File: config.mk
export PLATFORM = sky130hd
export DESIGN_NAME = irq_ctrl
export DESIGN_NICKNAME = d
export VERILOG_FILES = /design/src/rtl/irq_ctrl.sv
export SDC_FILE = /design/constraint.sdc
export NUM_CORES = 1
export LEC_CHECK = 0
export BUFFER_PORTS_ARGS = -buffer_cell sky130_fd_sc_hd__clkbuf_2
export CORE_UTILIZATION = 40
export CTS_CLUSTER_DIAMETER = 120
export DETAILED_ROUTE_END_ITERATION = 8
export PLACE_DENSITY = 0.73
export SLEW_MARGIN = 20
export SYNTH_ARGS = -nofsm -noshare
export SYNTH_HDL_FRONTEND = slang
export SYNTH_SLANG_ARGS = --single-unit
export TNS_END_PERCENT = 10
File: constraint.sdc
create_clock -name clk -period 2 [get_ports clk]
set_clock_uncertainty 0.15 [all_clocks]
set_input_delay 0.1 -clock clk [delete_from_list [all_inputs] [get_ports clk]]
set_output_delay 0.1 -clock clk [all_outputs]
set_load 0.005 [all_outputs]
File: src/rtl/irq_ctrl.sv
// Fixed-priority interrupt controller: edge-detected pending bits, mask, global enable,
// single request to CP0 held in service until the handler writes end-of-interrupt.
module irq_ctrl #(
   parameter int NUM_SRC = 6
) (
   input  logic               clk,
   input  logic               reset_n,
   input  logic [NUM_SRC-1:0] irq_src,
   input  logic [3:0]         dev_addr,
   input  logic [31:0]        dev_wd,
   input  logic               dev_we,
   output logic [31:0]        dev_rd,
   output logic               irq_out,
   input  logic               irq_ack,
   output logic [2:0]         irq_id
);

   localparam logic [1:0] IDLE    = 2'd0;
   localparam logic [1:0] REQ     = 2'd1;
   localparam logic [1:0] SERVICE = 2'd2;

   logic [1:0]         rstSync;
   logic               rstSyncN;
   logic [NUM_SRC-1:0] pend;
   logic [NUM_SRC-1:0] mask;
   logic               en;
   logic [NUM_SRC-1:0] prevSrc;
   logic [1:0]         state;

   logic [NUM_SRC-1:0] rise;
   logic [NUM_SRC-1:0] req;
   logic [NUM_SRC-1:0] w1c;
   logic [NUM_SRC-1:0] ackClr;
   logic [NUM_SRC-1:0] pendNext;
   logic [2:0]         winId;
   logic               wrPend;
   logic               wrMask;
   logic               wrCtrl;
   logic               wrVect;
   logic [1:0]         stateNext;
   logic               irqOutNext;
   logic [2:0]         irqIdNext;
   logic               unusedWd;

   // Reset asserts immediately but releases only on a clock edge.
   always_ff @(posedge clk or negedge reset_n) begin
      if (!reset_n) begin
         rstSync <= 2'b00;
      end else begin
         rstSync <= {rstSync[0], 1'b1};
      end
   end

   assign rstSyncN = rstSync[1];

   assign wrPend   = dev_we && (dev_addr == 4'h0);
   assign wrMask   = dev_we && (dev_addr == 4'h4);
   assign wrCtrl   = dev_we && (dev_addr == 4'h8);
   assign wrVect   = dev_we && (dev_addr == 4'hC);
   assign rise     = irq_src & ~prevSrc;
   assign req      = pend & mask;
   assign w1c      = wrPend ? dev_wd[NUM_SRC-1:0] : {NUM_SRC{1'b0}};
   // A rising edge wins over a clear of the same bit in the same cycle.
   assign pendNext = (pend & ~(w1c | ackClr)) | rise;
   assign unusedWd = ^dev_wd[31:NUM_SRC];

   // Lowest-index pending-and-enabled source wins; also the one-hot ack clear.
   always_comb begin
      winId  = 3'd0;
      ackClr = {NUM_SRC{1'b0}};
      for (int i = NUM_SRC - 1; i >= 0; i--) begin
         winId     = req[i] ? 3'(i) : winId;
         ackClr[i] = (state == REQ) && irq_ack && (irq_id == 3'(i));
      end
   end

   // Request FSM next-state and registered-output decode.
   always_comb begin
      stateNext  = state;
      irqOutNext = irq_out;
      irqIdNext  = irq_id;
      case (state)
         IDLE: begin
            if (en && (|req)) begin
               stateNext  = REQ;
               irqOutNext = 1'b1;
               irqIdNext  = winId;
            end else begin
               stateNext  = IDLE;
               irqOutNext = 1'b0;
            end
         end
         REQ: begin
            if (irq_ack) begin
               stateNext  = SERVICE;
               irqOutNext = 1'b0;
            end else if (!req[irq_id] || !en) begin
               stateNext  = IDLE;
               irqOutNext = 1'b0;
            end else begin
               stateNext  = REQ;
               irqOutNext = 1'b1;
            end
         end
         SERVICE: begin
            irqOutNext = 1'b0;
            if (wrVect) begin
               stateNext = IDLE;
            end else begin
               stateNext = SERVICE;
            end
         end
         default: begin
            stateNext  = IDLE;
            irqOutNext = 1'b0;
         end
      endcase
   end

   // Register file, edge history and FSM state.
   always_ff @(posedge clk or negedge rstSyncN) begin
      if (!rstSyncN) begin
         pend    <= {NUM_SRC{1'b0}};
         mask    <= {NUM_SRC{1'b0}};
         en      <= 1'b0;
         prevSrc <= {NUM_SRC{1'b0}};
         state   <= IDLE;
         irq_out <= 1'b0;
         irq_id  <= 3'd0;
      end else begin
         pend    <= pendNext;
         prevSrc <= irq_src;
         state   <= stateNext;
         irq_out <= irqOutNext;
         irq_id  <= irqIdNext;
         if (wrMask) begin
            mask <= dev_wd[NUM_SRC-1:0];
         end else begin
            mask <= mask;
         end
         if (wrCtrl) begin
            en <= dev_wd[0];
         end else begin
            en <= en;
         end
      end
   end

   // Register read mux.
   always_comb begin
      dev_rd = 32'h0;
      case (dev_addr)
         4'h0:    dev_rd = {{(32-NUM_SRC){1'b0}}, pend};
         4'h4:    dev_rd = {{(32-NUM_SRC){1'b0}}, mask};
         4'h8:    dev_rd = {31'h0, en};
         4'hC:    dev_rd = {(state == SERVICE), 28'h0, irq_id};
         default: dev_rd = 32'h0;
      endcase
   end

endmodule

Yosys cells after proc, flatten, opt, wreduce, memory -nomap -nowiden
Index checks and enable logic that the tools add are counted.
{"block": "classes", "mux": 19, "n_reduce_logical": 20, "bitwise_logic": 7, "magnitude_cmp": 1, "n_eq_ne": 10}
{"operator": "$pmux 32 s4", "n": 1}
{"operator": "$and 6x6->6", "n": 3}
{"operator": "$mux 3", "n": 6}
{"operator": "$logic_and 1x1->1", "n": 12}
{"operator": "$not 6->6", "n": 2}
{"operator": "$or 6x6->6", "n": 2}
{"operator": "$eq 4x4->1 const B", "n": 2}
{"operator": "$eq 3x2->1 const B", "n": 2}
{"operator": "$eq 3x3->1 const B", "n": 2}
{"operator": "$mux 1", "n": 6}
{"operator": "$mux 6", "n": 1}
{"operator": "$pmux 2 s3", "n": 1}
{"operator": "$reduce_or 6->1", "n": 1}
{"operator": "$eq 4x3->1 const B", "n": 1}
{"operator": "$logic_not 4->1", "n": 1}
{"operator": "$lt 3x4->1 const B", "n": 1}
{"operator": "$mux 2", "n": 2}
{"operator": "$bmux 1 s3", "n": 1}
{"operator": "$eq 3x1->1 const B", "n": 1}
{"operator": "$logic_not 3->1", "n": 1}
{"operator": "$eq 2x1->1 const B", "n": 1}
{"operator": "$eq 2x2->1 const B", "n": 1}
{"operator": "$logic_not 1->1", "n": 2}
{"operator": "$logic_not 2->1", "n": 1}
{"operator": "3 further kinds", "n": 3}
{"block": "totals", "elab_cells": 65, "ff_bits": 27, "input_bits": 46, "output_inout_bits": 36}

Logic depth before layout (Yosys ltp)
Gate-level depths: netlist of the first run.
{"block": "depth", "depth_word": 8, "mapped_depth": 5, "mapped_depth_nobuf": 4}

Least setup slack after synthesis of the first run
Ideal clock, no wire load.
{"block": "synth_path", "path_kind": "reg2reg", "startpoint": "register irq_id[0]", "endpoint": "register irq_out", "t_arrival_ns": 1.423, "stages_incl_launch_ff": 5, "required_ns": 1.786, "slack_ns": 0.363, "period_less_slack_ns": 1.637, "n_path_buf": 1, "setup_ns": 0.064, "path_cell_list": "dfrtp_1 > clkbuf_1 > mux4_2 > o22ai_1 > a21o_1"}
{"block": "synth_via", "elab_chain_len": 7}
{"item": "start, declared", "line": "15", "source": "output logic [2:0] irq_id"}
{"item": "start signal, assigned", "line": "135", "source": "irq_id <= irqIdNext;"}
{"item": "$bmux 1 s3", "line": "97", "source": "end else if (!req[irq_id] || !en) begin"}
{"item": "$mux 1 (implied by the code)", "line": "97"}
{"item": "$logic_not 1->1", "line": "97"}
{"item": "$logic_or 1x1->1", "line": "97"}
{"item": "$mux 1", "line": "97"}
{"item": "$mux 1", "line": "94", "source": "if (irq_ack) begin"}
{"item": "$pmux 1 s2", "line": "82", "source": "case (state)"}
{"item": "via irqOutNext", "line": "41", "source": "logic irqOutNext;"}
{"item": "end signal, assigned", "line": "134", "source": "irq_out <= irqOutNext;"}
{"item": "end, declared", "line": "13", "source": "output logic irq_out,"}
The timed path passes the listed nets, and every way through them passes these cells. The select of a mux whose other input is x is not followed.
A chain may end at the register's enable or synchronous reset.

Worst setup path after layout of the first run
{"block": "layout_path", "startpoint": "register irq_id[0]", "endpoint": "output port dev_rd[0]"}
{"block": "layout_via", "elab_chain_len": 1}
{"item": "$pmux 32 s4", "line": "152", "source": "case (dev_addr)"}
{"item": "end, declared", "line": "12", "source": "output logic [31:0] dev_rd,"}
No other way between the ends.

==> results of run 1 <==
critical path, cell delays in order (launching register included):
cell and delay (ns):
sky130_fd_sc_hd__dfrtp_1 0.47, sky130_fd_sc_hd__mux4_1 0.49, sky130_fd_sc_hd__and2_1 0.17, sky130_fd_sc_hd__clkbuf_2 0.11
kinds of logic (layout without fill, tap and decap cells):
| group | Yosys count | in the layout | synth area share [%] |
|---|---|---|---|
| AND/OR/NAND/NOR | 47 | 47 | 16.9 |
| multiplexers | 16 | 16 | 13.1 |
| AO/OA/AOI/OAI | 20 | 20 | 10.0 |
| flip-flops | 27 | 27 | 44.3 |
| other | 2 | 26 | 0.493 |
| buffers and inverters | 34 | 57 | 15.1 |
registers in the layout, summed over array words and instances (netlist names):
name     count
irq_out      1
rstSync      2
pend         6
state        2
prevSrc      6
en           1
mask         6
irq_id       3
layout make-up:
type                       count  area [um^2]  area share (%)
sequential                    27          676            37.0
clock buffer                   3         41.3            2.26
tap                           48         60.1            3.29
inverter                       6         22.5            1.23
multi-input combinational    109          708            38.8
clock inverter                 1         5.00           0.274
timing repair buffer          47          313            17.1
per-stage QoR:
step	hold WS [ns]	std cells
detailed placement	-0.263	223
global placement	-0.264	223
CTS	0.00377	241
global route	0.0159	241
floorplan	-0.346	170
finish	0.00889	241
power by group through the flow:
stage                     Clock, mW  Sequential (mW)  Combinational (mW)
after CTS                     0.321            0.790               0.543
after floorplan                   0            0.766               0.399
after detailed placement          0            0.802               0.520
final                         0.303            0.794               0.542
after global routing          0.342            0.811               0.607
after global placement            0            0.797               0.506
placed cells by master, fill, tap and decap left out, drive strengths merged, types with 2 or more instances in the layout:
master / instances
a31oi: 2
inv: 6
a21o: 2
mux2i: 5
buf: 3
mux2: 9
a22oi: 2
a22o: 2
nand2: 17
clkbuf: 33
nor3: 4
nand3: 4
nor2: 9
mux4: 2
dfrtp: 27
dlygate4sd3: 14
nor3b: 2
nand2b: 2
a21oi: 3
a32o: 5
conb: 26
nand3b: 2
per-layer routing:
| layer | global-route usage, % | part of all wire (%) | routed length [um] |
|---|---|---|---|
| met5 | 0 | 0 | 0 |
| met3 | 1.81 | 4.4 | 131 |
| met4 | 7.39 | 1.8 | 53 |
| met1 | 21.7 | 45 | 1350 |
| met2 | 26.3 | 49 | 1480 |
worst paths after layout:
| kind | depth (start not counted) | to | from |
|---|---|---|---|
| worst max-delay path | 3 | dev_rd[0] | irq_id[0] |
| worst min-delay path | 3 | state[0] | irq_ack |
| worst max register to register | 4 | irq_id[0] | pend[0] |
| worst min register to register | 1 | mask[1] | rstSync[1] |
| max in group asynchronous | 3 | rstSync[0] | reset_n |
| min in group asynchronous | 1 | mask[1] | rstSync[1] |
==> out/qor.tcl, run 1 <==
set qor(rd_place_congestion) 0.879
set qor(die-area_mm2) 0.00406
set qor(number_of_global_route_vias_before_repair) 1088
set qor(start_util_pct) 41.6
set qor(cts.hold.buffers_added) 14
set qor(portBuffers) 30
set qor(synthesis.instances) 146
set qor(synth_area_mm2) 0.00152
set qor(peakVddDrop_v) 0.000493
set qor(worstSkewPairLatency_ns) 0.27
set qor(syn_to_final_growth_pct) 19.8
set qor(fmax_mhz) 567
set qor(dominantRegCellSynth) {sky130_fd_sc_hd__dfrtp_1}
set qor(antenna_cells) 0
set qor(global_route_wire_length_before_repair_um) 5040
set qor(finalHoldViolations) 0
set qor(setup.worst_path.start_class) {flop}
set qor(regToRegSetupSlack_ns) 0.30
set qor(ys_ff_latch) 27
set qor(numClockSinks) 27
set qor(root_buffer) {sky130_fd_sc_hd__clkbuf_8}
set qor(drt_first_iter_violations) 31
set qor(post-route-period-util_pct) 88.1
set qor(setup_tns_ns) 0
set qor(ys_top_cells_by_area) {sky130_fd_sc_hd__dfrtp_1 44%, sky130_fd_sc_hd__buf_4 12%, sky130_fd_sc_hd__mux2_2 6.7%}
set qor(drive_gt1_share_pct) 26.4
set qor(synth_edf_count) 0
set qor(worstPathMaxFanout) 6
set qor(cts.repair_timing.setup_buffer_count) 0
set qor(global_route_total_usage_across_every_layer_pct) 16.3
set qor(p_sw_share_pct) 33.5
set qor(detail_route.wl_per_cell_um) 12.5
set qor(final_max_slew_viol_count) 0
set qor(power_frac_seq_pct) 48.4
set qor(clock_power_share_pct) 18.5
set qor(synth-warning-count) 0
set qor(detail_route.drc_violations) 0
set qor(power.static_leakage_nw) 0.885
set qor(core-area_mm2) 0.00366
set qor(post-route-min-period_ns) 1.76
set qor(antenna_violating_nets_post_route) 0
set qor(switching_power_uw) 549
set qor(async_reset_ff_share_pct) 100
set qor(power.internal_mw) 1.09
set qor(critPathCaptureType) {output pin}
set qor(ios) 82
set qor(synth_commonest_cells) {27 x sky130_fd_sc_hd__dfrtp_1, 25 x sky130_fd_sc_hd__buf_4, 17 x sky130_fd_sc_hd__nand2_1}
set qor(num-fill-cells) 361
set qor(final.setup.worst_slack_ns) 0.237
set qor(total_vias_in_the_final_route) 1168
set qor(power.combinational.fraction_pct) 33.1
set qor(grt_max_degree) 26
set qor(grt.overflow.total) 0
set qor(setup_violations) 0
set qor(post-synth-top-area-cell) {sky130_fd_sc_hd__dfrtp_1}
set qor(synth.most_common_cell) {sky130_fd_sc_hd__dfrtp_1}
set qor(detail_route.vias_per_cell) 4.85
set qor(dp_worst_setup_slack_ns) 0.218
set qor(setup.worst_path.class) {flop to output pin}
set qor(postSynthAreaPerCell_um2) 10.4
set qor(grt_antenna_before_repair) 0
set qor(finalInstanceArea_mm2) 0.00183
set qor(clk_pin_slew_ns) 0.09
set qor(routed_wirelength_um) 3010
set qor(worst-endpoint-arrival_ns) 1.51
set qor(nNetsFinal) 240
set qor(worst_ep_required_time_ns) 1.75
set qor(yosys.cell_types.count) 37
set qor(clock_tree_from_tritoncts) {built}
set qor(die_h_um) 63.7
set qor(rsz0062_at_grt) {false}
set qor(cts_buffer_depth) 2
set qor(power.total_mw) 1.64
set qor(dr.pass1.iters) 4
set qor(fin_util_pct) 49.9
set qor(place_hpwl_um) 2220
set qor(ctsHtreeMaxLevel) 1
set qor(placedInstanceArea_mm2) 0.00164
set qor(tritoncts.num_buffers) 3
set qor(rows) 22
set qor(power_density_mw_per_mm2) 897
set qor(maxCapViolations) 0
set qor(post_synth_top_area_share_pct) 44.3
set qor(die_width_um) 63.7
set qor(hold_class) {input port to flop}
set qor(cts_resized) 0
set qor(outcome) {finished clean}
set qor(sequential_element_share_of_the_synthesized_area_pct) 44.3
(Power assumes the default switching activity.)
==> run 2, diff against run 1 <==
==> constraint.sdc (replaced) <==
create_clock -name clk -period 2 [get_ports clk]
set_clock_uncertainty 0.15 [all_clocks]
set_input_delay 0.1 -clock clk [delete_from_list [all_inputs] [get_ports clk]]
set_output_delay 0.1 -clock clk [all_outputs]
set_load 0.1 [all_outputs]
==> run 2 against run 1 <==
Net effect: non-clock buffer count increased by 2; worst hold slack improved by 0.0065 ns; routed wire length decreased by 3.3%; first-iteration DRC count rose by 19%; fmax down 8.0%; via count rose by 1.6%; critical path type unchanged.
==> out/qor.tcl, run 2 (synthesized netlist as in run 1, its figures left out) <==
set qor(rsz0062_at_grt) {false}
set qor(power_frac_seq_pct) 36.1
set qor(worst-r2r-cell-count) 4
set qor(setup_violations) 0
set qor(maxCapViolations) 0
set qor(global_route_total_usage_across_every_layer_pct) 15.6
set qor(detail_route.wl_per_cell_um) 12.0
set qor(globalRouteMet2Util_pct) 26.1
set qor(die-area_mm2) 0.00406
set qor(detail_route.drc_violations) 0
set qor(numClockSinks) 27
set qor(finalHoldViolations) 0
set qor(num-fill-cells) 346
set qor(power.static_leakage_nw) 0.898
set qor(critPathCaptureType) {output pin}
set qor(worstPathMaxFanout) 5
set qor(setup.worst_path.class) {flop to output pin}
set qor(grt_max_degree) 26
set qor(die_width_um) 63.7
set qor(post-route-min-period_ns) 1.92
set qor(antenna_violating_nets_post_route) 0
set qor(slew-limit-headroom_pct) 63.9
set qor(most_common_cell_after_layout_fill_and_taps_aside) {sky130_fd_sc_hd__clkbuf_2}
set qor(routed_wirelength_um) 2910
set qor(tritoncts.num_buffers) 3
set qor(grt.met1_usage_pct) 20.2
set qor(gr-max-usage-layer) {met2}
set qor(worst_ep_required_time_ns) 1.75
set qor(top_regs) {mask x6, pend x6, prevSrc x6}
set qor(die_h_um) 63.7
set qor(detail_route.vias_per_cell) 4.88
set qor(final.setup.worst_slack_ns) 0.0838
set qor(power_density_mw_per_mm2) 1160
set qor(max_stage_delay_ns) 0.49
set qor(r2r_start) {pend[0]}
set qor(path_cells) {mux4_1, and2_2, clkbuf_4}
set qor(power.combinational.fraction_pct) 49.9
set qor(clk_pin_slew_ns) 0.08
set qor(global_route_wire_length_before_repair_um) 4890
set qor(drt_first_iter_violations) 37
set qor(place_hpwl_um) 2190
set qor(p_sw_share_pct) 49.1
set qor(crit_path_start) {pend[0]}
set qor(clock_power_share_pct) 13.9
set qor(grt_antenna_before_repair) 0
set qor(number_of_global_route_vias_before_repair) 1064
set qor(switching_power_mw) 1.06
set qor(portBuffers) 30
set qor(total_vias_in_the_final_route) 1187
set qor(rows) 22
set qor(power.internal_mw) 1.10
set qor(hold_class) {input port to flop}
set qor(post-route-period-util_pct) 95.8
set qor(regToRegSetupSlack_ns) 0.31
set qor(most-common-layout-cells) {28 x sky130_fd_sc_hd__clkbuf_2, 26 x sky130_fd_sc_hd__conb_1, 25 x sky130_fd_sc_hd__dfrtp_1}
set qor(syn_to_final_growth_pct) 22.7
set qor(peakVddDrop_v) 0.000699
set qor(setup_tns_ns) 0
set qor(nNetsFinal) 242
set qor(cts_buffer_depth) 2
set qor(ios) 82
set qor(dp_worst_setup_slack_ns) 0.265
set qor(clock_tree_from_tritoncts) {built}
set qor(start_util_pct) 41.6
set qor(core-area_mm2) 0.00366
set qor(drive_gt1_share_pct) 29.2
set qor(setup.worst_path.start_class) {flop}
set qor(global_route.usage.met3_pct) 1.81
set qor(worst_slew_pin_slew_ns) 0.544
set qor(dr.pass1.iters) 4
set qor(rr_endpoint) {irq_id[0]}
set qor(worst_setup_path_endpoint) {dev_rd[0]}
set qor(worstSkewPairLatency_ns) 0.27
set qor(final_max_slew_viol_count) 0
set qor(root_buffer) {sky130_fd_sc_hd__clkbuf_8}
set qor(outcome) {finished clean}
set qor(antenna_cells) 0
set qor(rd_place_congestion) 0.773
set qor(grt.overflow.total) 0
set qor(ctsHtreeMaxLevel) 1
set qor(fmax_mhz) 522
set qor(worst-endpoint-arrival_ns) 1.67
set qor(worst_path_max_delay_cell) {sky130_fd_sc_hd__mux4_1}
==> run 2: critical path: cells and delay by family, from the launching register on <==
family	cells	cell delay, ns
muxes	1	0.49
DFF	1	0.44
buffers and inverters	1	0.27
and+or+nand+nor	1	0.20
==> run 2: worst min-delay path by stage <==
stage,from,endpoint,slack [ns],cells past startpoint
finish,irq_ack,state[0],0.02,3
global route,irq_ack,state[0],0.03,3
CTS,irq_ack,state[0],0.02,3
detailed placement,reset_n,rstSync[0],-0.26,1
global placement,reset_n,rstSync[0],-0.26,1
floorplan,reset_n,rstSync[0],-0.35,0
==> run 2: per-layer routing <==
layer	up-vias	wire [um]	part of all wire, %
li1	564	-	-
met2	39	1470	51
met5	-	0	0
met3	4	136	4.7
met4	0	38	1.3
met1	580	1270	43
==> run 2: layout make-up <==
class / instances / area (um^2) / share of cell area, %
clock buffer: 4 / 45.0 / 2.41
inverter: 6 / 22.5 / 1.20
multi-input combinational: 109 / 732 / 39.1
sequential: 27 / 678 / 36.3
tap: 48 / 60.1 / 3.21
timing repair buffer: 49 / 333 / 17.8
==> run 2: timing repair <==
item / 4_1_cts / 5_1_grt
gates resized for setup: 1 / 0
hold endpoints to repair: 21 / 0
buffers inserted: 0 / 0
setup endpoints to repair: 1 / 0
hold buffers: 14 / 0
==> run 2: per-stage QoR <==
stage	area (um^2)	util, %	std cells	hold slack (ns)	power (mW)
4_1_cts	1870	51.1	243	0.0155	2.18
5_1_grt	1870	51.1	243	0.0327	2.27
3_5_place_dp	1680	46.0	225	-0.263	1.85
6_report	1870	51.1	243	0.0154	2.17
3_3_place_gp	1680	46.0	225	-0.264	1.84
2_1_floorplan	1640	-	170	-0.346	1.70
==> run 2: power groups by stage <==
stage	Clock [mW]	Combinational, mW	Sequential [mW]
global placement	0	1.05	0.786
finish	0.302	1.08	0.783
CTS	0.310	1.09	0.781
floorplan	0	0.668	1.03
global route	0.329	1.14	0.800
detailed placement	0	1.06	0.793
==> run 3, diff against run 2 <==
--- a/config.mk
+++ b/config.mk
@@ -7,8 +7,10 @@
 export LEC_CHECK = 0
 export BUFFER_PORTS_ARGS = -buffer_cell sky130_fd_sc_hd__clkbuf_2
 export CORE_UTILIZATION = 40
+export CTS_BUF_LIST = sky130_fd_sc_hd__clkbuf_8
 export CTS_CLUSTER_DIAMETER = 120
 export DETAILED_ROUTE_END_ITERATION = 8
+export GPL_TIMING_DRIVEN = 0
 export PLACE_DENSITY = 0.73
 export SLEW_MARGIN = 20
 export SYNTH_ARGS = -nofsm -noshare
==> run 3 against run 2 <==
Net effect: clock-buffer cell count fell by 1; design area rose by 8.6%; worst setup slack got worse by 0.0078 ns; final cell count rose by 8.6%; die area did not move; combinational power barely moved; first-iteration DRC count rose by 14%; via count rose by 2.4%; sequential power rose by 4.6%; clock power barely moved; highest routed layer unchanged; critical path type unchanged; core utilization rose by 4.4 points; flip-flop and latch count did not move.
==> out/qor.tcl, run 3 (synthesized netlist as in run 1, its figures left out) <==
set qor(outcome) {finished clean}
set qor(worst-endpoint-arrival_ns) 1.67
set qor(detail_route.wl_per_cell_um) 11.4
set qor(rd_place_congestion) 0.802
set qor(ios) 82
set qor(finalHoldViolations) 0
set qor(worstSkewPairLatency_ns) 0.27
set qor(dp_worst_setup_slack_ns) 0.0619
set qor(grt_max_degree) 26
set qor(top_regs) {mask x6, pend x6, prevSrc x6}
set qor(drt_first_iter_violations) 42
set qor(worst_slew_pin_slew_ns) 0.550
set qor(fin_util_pct) 55.5
set qor(peakVddDrop_v) 0.000651
set qor(routed_wirelength_um) 3010
set qor(setup_violations) 0
set qor(numClockSinks) 27
set qor(slew-limit-headroom_pct) 63.4
set qor(grt.overflow.total) 0
set qor(root_buffer) {sky130_fd_sc_hd__clkbuf_8}
set qor(number_of_global_route_vias_before_repair) 1152
set qor(die_width_um) 63.7
set qor(grt_antenna_before_repair) 0
set qor(total_vias_in_the_final_route) 1216
set qor(worst_ep_required_time_ns) 1.75
set qor(core-area_mm2) 0.00366
set qor(global_route_total_usage_across_every_layer_pct) 16.4
set qor(worstPathMaxFanout) 11
set qor(syn_to_final_growth_pct) 33.3
set qor(die_h_um) 63.7
set qor(portBuffers) 29
set qor(final_max_slew_viol_count) 0
set qor(setup.worst_path.start_class) {flop}
set qor(start_util_pct) 41.6
set qor(nNetsFinal) 263
set qor(place_hpwl_um) 2270
set qor(die-area_mm2) 0.00406
set qor(detail_route.vias_per_cell) 4.61
set qor(cpLargestDelayFamily) {flip-flops}
set qor(post-route-min-period_ns) 1.92
set qor(antenna_violating_nets_post_route) 0
set qor(maxCapViolations) 0
set qor(dr.pass1.iters) 4
set qor(met2_wirelength_um) 1440
set qor(route.met3.wl_um) 174
set qor(power_density_mw_per_mm2) 1070
set qor(detail_route.drc_violations) 0
set qor(clock_tree_from_tritoncts) {built}
set qor(power.static_leakage_nw) 1.02
set qor(ctsHtreeMaxLevel) 1
set qor(setup.worst_path.class) {flop to output pin}
set qor(power.total_mw) 2.18
set qor(top_layer_used) {met4}
set qor(cp.buffers_inverters) 1
set qor(hold_class) {input port to flop}
set qor(finalInstanceArea_mm2) 0.00203
set qor(placedInstanceArea_mm2) 0.00185
set qor(clk_pin_slew_ns) 0.08
set qor(final.setup.worst_slack_ns) 0.0760
set qor(antenna_cells) 0
set qor(fmax_mhz) 520
set qor(rsz0062_at_grt) {false}
set qor(drive_gt1_share_pct) 37.0
set qor(tritoncts.num_buffers) 3
set qor(wirelength_met1_um) 1320
set qor(global_route_wire_length_before_repair_um) 5090
set qor(most-common-layout-cells) {28 x sky130_fd_sc_hd__clkbuf_2, 26 x sky130_fd_sc_hd__buf_4, 26 x sky130_fd_sc_hd__conb_1}
set qor(most_common_cell_after_layout_fill_and_taps_aside) {sky130_fd_sc_hd__clkbuf_2}
set qor(cts_buffer_depth) 2
set qor(post-route-period-util_pct) 96.2
set qor(rows) 22
set qor(critPathCaptureType) {output pin}
set qor(worst_path_max_delay_cell) {sky130_fd_sc_hd__dfrtp_2}
set qor(path_cells) {mux4_1, and2_2, buf_4}
set qor(max_stage_delay_ns) 0.50
run 3: cell count changes in the layout (fill, tap and decap cells not counted), sizes merged:
cell | before | now
buf | 6 | 28
clkinv | 0 | 1
clkbuf | 33 | 31
run 3: repair_timing:
item / in CTS / in global routing
hold buffers: 14 / 0
setup buffers: 0 / 0
gates resized for setup: 1 / 1
setup endpoints to repair: 1 / 1
hold endpoints to repair: 21 / 0
run 3: metrics by stage:
step	hold slack [ns]	std cells	TNS [ns]
6_report	0.0256	264	0
2_1_floorplan	-0.346	170	-0.847
5_1_grt	0.0249	264	0
4_1_cts	0.0107	264	0
3_5_place_dp	-0.263	247	0
3_3_place_gp	-0.264	247	0
run 3: final cells by class:
cell class,instances,area [um^2]
clock inverter,1,5.00
buffer,27,204
fill,342,1630
sequential,27,679
multi-input combinational,109,732
tap,48,60.1
inverter,6,22.5
timing repair buffer,43,288
clock buffer,3,41.3
run 3: final timing paths:
check | slack (ns) | cells past startpoint | startpoint | endpoint
max | 0.08 | 3 | irq_id[0] | dev_rd[0]
min in group asynchronous | 0.11 | 0 | rstSync[1] | pend[2]
min reg2reg | 0.11 | 0 | rstSync[1] | pend[2]
min | 0.03 | 4 | dev_addr[3] | state[1]
max in group asynchronous | 1.06 | 3 | reset_n | rstSync[1]
max reg2reg | 0.25 | 3 | state[0] | irq_id[0]
run 3: layer usage:
layer,up-vias,GRT usage [%]
met4,0,9.66
met2,45,26.7
li1,601,-
met1,563,20.0
met5,-,0
met3,7,2.90
run 3: power by group:
group | internal (mW) | switching [mW]
logic | 0.307 | 0.752
clock network | 0.140 | 0.166
registers | 0.664 | 0.155
run 3: worst register-to-register path, cell delays in order, from the launching register on:
cell                      delay [ns]
sky130_fd_sc_hd__dfrtp_1        0.41
sky130_fd_sc_hd__nor3b_1        0.49
sky130_fd_sc_hd__o21a_1         0.25
sky130_fd_sc_hd__mux2_2         0.35
